[src/rtl/dac_sample_fifo_pkg.sv]
// Shared types and constants for the DAC stereo sample FIFO.
// Holds the sample width, the default depth and the packed {l, r} pair type.
package dac_sample_fifo_pkg;

  localparam int SAMPLE_W       = 16;
  localparam int PAIR_W         = 2 * SAMPLE_W;
  localparam int DEPTH_LOG2_DEF = 4;

  typedef struct packed {
    logic [SAMPLE_W-1:0] l;
    logic [SAMPLE_W-1:0] r;
  } stereo_t;

endpackage

[src/rtl/dac_sample_fifo_ram.sv]
// Simple dual-port pair storage: one clocked write port, one combinational
// read port from a register array, DEPTH x 32 bits.
module dac_sample_fifo_ram
  import dac_sample_fifo_pkg::*;
#(
  parameter int ADDR_W = DEPTH_LOG2_DEF
) (
  input  logic              clk,
  input  logic              i_we,
  input  logic [ADDR_W-1:0] i_waddr,
  input  stereo_t           i_wdata,
  input  logic [ADDR_W-1:0] i_raddr,
  output stereo_t           o_rdata
);

  stereo_t r_mem [2**ADDR_W];

  always_ff @(posedge clk) begin
    if (i_we) begin
      r_mem[i_waddr] <= i_wdata;
    end
  end

  assign o_rdata = r_mem[i_raddr];

endmodule

[src/rtl/dac_sample_fifo.sv]
// Stereo sample FIFO feeding the DAC holding register, with level/underrun/overflow status.
// Define DAC_SAMPLE_FIFO_HOLD_EN to repeat the last pair on underrun instead of muting.
module dac_sample_fifo
  import dac_sample_fifo_pkg::*;
#(
  parameter int DEPTH_LOG2 = DEPTH_LOG2_DEF
) (
  input  logic                  clk,
  input  logic                  reset,
  input  logic [SAMPLE_W-1:0]   in_l,
  input  logic [SAMPLE_W-1:0]   in_r,
  input  logic                  in_stb,
  output logic                  full,
  output logic [DEPTH_LOG2:0]   level,
  input  logic                  next,
  output logic [SAMPLE_W-1:0]   sample_l,
  output logic [SAMPLE_W-1:0]   sample_r,
  output logic                  underrun,
  output logic                  overflow,
  output logic [15:0]           urun_cnt
);

  localparam logic [DEPTH_LOG2:0] DEPTH_CNT = (DEPTH_LOG2+1)'(1 << DEPTH_LOG2);

  logic [DEPTH_LOG2-1:0] r_wptr;
  logic [DEPTH_LOG2-1:0] r_rptr;
  logic [DEPTH_LOG2:0]   r_count;
  stereo_t               r_hold;
  logic                  r_underrun;
  logic                  r_overflow;
  logic [15:0]           r_urun_cnt;

  logic    w_full;
  logic    w_empty;
  logic    w_push;
  logic    w_pop;
  stereo_t w_wdata;
  stereo_t w_rdata;

  // Flags come from the registered count only, so a same-cycle pop never frees room for a push.
  assign w_full  = (r_count == DEPTH_CNT);
  assign w_empty = (r_count == '0);
  assign w_push  = in_stb && !w_full;
  assign w_pop   = next && !w_empty;
  assign w_wdata = '{l: in_l, r: in_r};

  dac_sample_fifo_ram #(
    .ADDR_W (DEPTH_LOG2)
  ) u_ram (
    .clk     (clk),
    .i_we    (w_push),
    .i_waddr (r_wptr),
    .i_wdata (w_wdata),
    .i_raddr (r_rptr),
    .o_rdata (w_rdata)
  );

  always_ff @(posedge clk) begin
    if (reset) begin
      r_wptr     <= '0;
      r_rptr     <= '0;
      r_count    <= '0;
      r_hold     <= '0;
      r_underrun <= 1'b0;
      r_overflow <= 1'b0;
      r_urun_cnt <= '0;
    end else begin
      if (w_push) begin
        r_wptr <= r_wptr + DEPTH_LOG2'(1);
      end
      if (w_pop) begin
        r_rptr <= r_rptr + DEPTH_LOG2'(1);
      end

      case ({w_push, w_pop})
        2'b10:   r_count <= r_count + (DEPTH_LOG2+1)'(1);
        2'b01:   r_count <= r_count - (DEPTH_LOG2+1)'(1);
        default: r_count <= r_count;
      endcase

      if (w_pop) begin
        r_hold <= w_rdata;
      end else if (next) begin
`ifdef DAC_SAMPLE_FIFO_HOLD_EN
        r_hold <= r_hold;
`else
        r_hold <= '0;
`endif
      end

      r_underrun <= next && w_empty;
      if (next && w_empty && (r_urun_cnt != 16'hFFFF)) begin
        r_urun_cnt <= r_urun_cnt + 16'd1;
      end

      if (in_stb && w_full) begin
        r_overflow <= 1'b1;
      end
    end
  end

  assign full     = w_full;
  assign level    = r_count;
  assign sample_l = r_hold.l;
  assign sample_r = r_hold.r;
  assign underrun = r_underrun;
  assign overflow = r_overflow;
  assign urun_cnt = r_urun_cnt;

endmodule

[config.mk]
export PLATFORM = sky130hd
export DESIGN_NAME = dac_sample_fifo
export DESIGN_NICKNAME = d
export VERILOG_FILES = /design/src/rtl/dac_sample_fifo_pkg.sv /design/src/rtl/dac_sample_fifo_ram.sv /design/src/rtl/dac_sample_fifo.sv
export SDC_FILE = /design/constraint.sdc
export NUM_CORES = 1
export LEC_CHECK = 0
export BUFFER_PORTS_ARGS = -buffer_cell sky130_fd_sc_hd__clkbuf_2
export CORE_ASPECT_RATIO = 0.9
export CORE_MARGIN = 3
export CORE_UTILIZATION = 42
export CTS_CLUSTER_DIAMETER = 120
export DETAILED_ROUTE_END_ITERATION = 7
export PLACE_DENSITY_LB_ADDON = 0.05
export SKIP_CTS_REPAIR_TIMING = 1
export SYNTH_ARGS = -nofsm -noshare
export SYNTH_HDL_FRONTEND = slang
export SYNTH_SLANG_ARGS = --single-unit
export TNS_END_PERCENT = 20
[constraint.sdc]
create_clock -name clk -period 13 [get_ports clk]
set_input_delay 3.25 -clock clk [delete_from_list [all_inputs] [get_ports clk]]
set_output_delay 3.25 -clock clk [all_outputs]
set_load 0.005 [all_outputs]
==> summary.md <==
| Metric | Value |
|---|---|
| Status | completed |
| Number of cells on the worst reg-to-reg path | 6 |
| Part of the total power dissipated in the clock network | about two fifths |
| Clock skew after layout | between 0.02 and 0.025 ns |
| Shortest period the worst path allows | 5.320 ns |
| Area contributors post-synth | edfxtp_1 69%, mux4_2 13%, dfxtp_1 6.0%, mux2_2 3.4%, nand2_1 1.3% |
| Number of enable-type register cells in the synthesized netlist | 512 |
| Sequential Power Share | 48.6% |
| Transition time at the pin with the least slew margin | 1.231 ns |
| Net switching power figure | ~1100 uW |
| Number of clock buffers inserted by TritonCTS | 58 |
| Count of max-cap constraint violations | 0 |
| Unrepaired setup endpoints after global routing | false |
| Count of nets after finishing | 1276 |
| Die width | 248.6 microns |
| Clock-pin transition on the worst setup and hold timing paths | 0.06 ns |
| Synth async-reset ratio | 0% |
| Detailed-route via count | 10.72k |
| Share of the clock period used by the worst path | 40.93% |
| Total number of yosys warnings | 0 |
| Number of placement rows | a little under 80 |
| Critical Setup Path Class | reg2out |
| Number of distinct library cells after synthesis | 51 |
| Pin count of the biggest net entering global routing | 62 |
| RePlAce Congestion | 0.7258 |
| Routed wire length | 48080 microns |
| Cell-internal power | 3440 uW |
| Leakage power of the design | 0.008250 uW |
| Count of nets left with antenna violations after detail routing | 0 |
| Drt initial violations | 724 |
| Final Hold Viols | 0 |
| Number of vias per cell after detailed routing | 5.454 |
| Final design utilization | 49.29% |
| Number of top-level pins | 92 |
| Via count of the first global-routing pass | 11.18k |
| Floorplan Core Area | 0.05199 sq mm |
| Antenna violations before repair | 0 |
| Hold Path Stages | 2 |
| Area leader, netlist | edfxtp_1 |
| Headroom to the max-slew limit | 17.77% |
| Maximum clock rate | about 0.19 GHz |
| Post-synth net total | 1158 |
| Maximum fanout along the worst path | 10 |
| Proportion of total power due to net switching | a little under a quarter |
| Combined area of all synthesized cells | 0.02224 sq mm |
| Commonest non-fill, non-tap cell in the layout | edfxtp_1 |
| Global route total overflow | 0 |
| CTS Sinks | roughly 580 |
| CP required | 9.75 ns |
| Starting Density | about 43% |
| Setup TNS | 0 ns |
| Final-report setup violation count | 0 |
| Number of synthesized register bits | 579 |
| CTS tree | done |
| Total of buffers placed on input and output ports | 91 |
| Total iterations of the first detailed-routing run | 5 |
| H-tree depth | 2 |
| Clock insertion delay at the later pin of the skew report | around 0.61 ns |
| Part of the Yosys area used for sequential elements | roughly 75% |
| Total placed instance area | 0.02365 sq mm |
| Most frequent cells in the layout | 512 x edfxtp_1, 128 x mux4_2, 91 x clkbuf_2 |
| Number of standard cells after synthesis | 1112 |
| Worst hold path class | reg2reg |
| Average routed wire per standard cell | 24.47 microns |
| Post-synth top area share | 69.13% |
| Kind of launch point of the worst setup path | register |
| Final Slew Violations | 0 |
| Drc violations | 0 |
| Average cell area after synthesis | 20.00 sq um |
| Total power per unit cell area | 175.6 mW/mm^2 |
| Arrival time at the worst endpoint | between 2 and 2.5 ns |
| Root Buffer Master | clkbuf_16 |
| Inserted Diodes | 0 |
| HPWL after detailed placement | 27050 microns |
| Area enclosed by the die boundary | between 0.05 and 0.06 sq mm |
| Finished Cell Area | 0.02563 sq mm |
| Share of layout cells above drive strength 1 | about 33% |
| Type of destination of the critical path | output pin |
| DIE HEIGHT | 224.3 microns |
| Wire length of the first global-routing pass | 73590 microns |
| Overall Power | around 4500 uW |
| Most instantiated flip-flop cell in the synthesis netlist | edfxtp_1 |
| Combinational power share | 13.0% |
| Max VDD drop | approximately 0.13 mV |
| Total routing resource utilization after global routing | around 18% |
| Hold_ws | 0.4691 ns |
| Number of buffers on the longest clock path | 3 |
| Area growth, synth to finish | 15.22% |
flip-flops by register name, summed over array words and instances (netlist names), named ones only:
name	count
u_ram.r_mem	512
sample_l	16
sample_r	16
urun_cnt	16
level	5
r_rptr	4
r_wptr	4
overflow	1
underrun	1
cells in the mapped netlist (4+ instances only):
cell	n
clkbuf_1	39
mux4_2	128
nor2b_1	5
ha_1	10
edfxtp_1	512
o21ai_0	7
a22oi_1	32
nor3_1	9
nand2b_1	4
nor2_1	32
a21oi_1	15
o31ai_1	5
nand4_1	5
and3_1	5
or3_1	5
dfxtp_1	67
buf_2	16
or4_1	6
nand3_1	10
xor2_1	7
nand2_1	76
mux2_2	68
inv_1	9
routing by layer:
layer / wire length [microns] / global-route usage (%) / vias up / share of wire (%)
met4: 779 / 4.216 / 0 / 1.6
met1: 22470 / 25.67 / 5658 / 47
li1: - / - / 4775 / -
met2: 22670 / 27.79 / 225 / 47
met3: 2161 / 2.879 / 59 / 4.5
met5: 0 / 0 / - / 0
worst max-delay path, stage by stage (launching register included):
cell,delay [ns]
dfxtp_1,0.42
or4_1,0.68
nor2_1,0.22
clkbuf_2,0.15
power groups by stage:
stage	clock, uW	sequential, uW	combinational, uW
6_report	1730	2190	584
5_1_grt	1850	2200	646
4_1_cts	1780	2190	602
3_3_place_gp	0	2230	596
2_1_floorplan	0	2190	418
3_5_place_dp	0	2230	598
path summary, 6_finish.rpt:
kind,startpoint,slack [ns],to
setup / recovery,level[1],7.68,full
hold / removal,overflow,0.47,overflow
setup reg to reg,register,9.60,sample_l[8]
hold reg to reg,overflow,0.47,overflow
logic make-up after synthesis:
logic type	after synthesis	share of synthesized area (%)
flops	579	75.16
compound gates	79	2.509
simple gates	169	3.612
mux	199	16.54
xor+xnor	8	0.3150
fa+ha+maj	10	0.5626
buf+inv	68	1.305
cell type report:
class | count | area, sq um
clock buffer | 78 | 1597
clock inverter | 29 | 385.4
fill | 4351 | 26370
inverter | 9 | 33.78
multi-input combinational | 465 | 5373
sequential | 579 | 16730
tap | 688 | 860.8
timing repair buffer | 117 | 650.6
metrics by stage:
step / std cells / worst slack, ns
6_report: 1965 / 7.680
5_1_grt: 1965 / 7.555
4_1_cts: 1965 / 7.628
3_5_place_dp: 1858 / 7.244
3_3_place_gp: 1858 / 7.323
2_1_floorplan: 1112 / 6.531
Power figures use the tool's default switching activity.
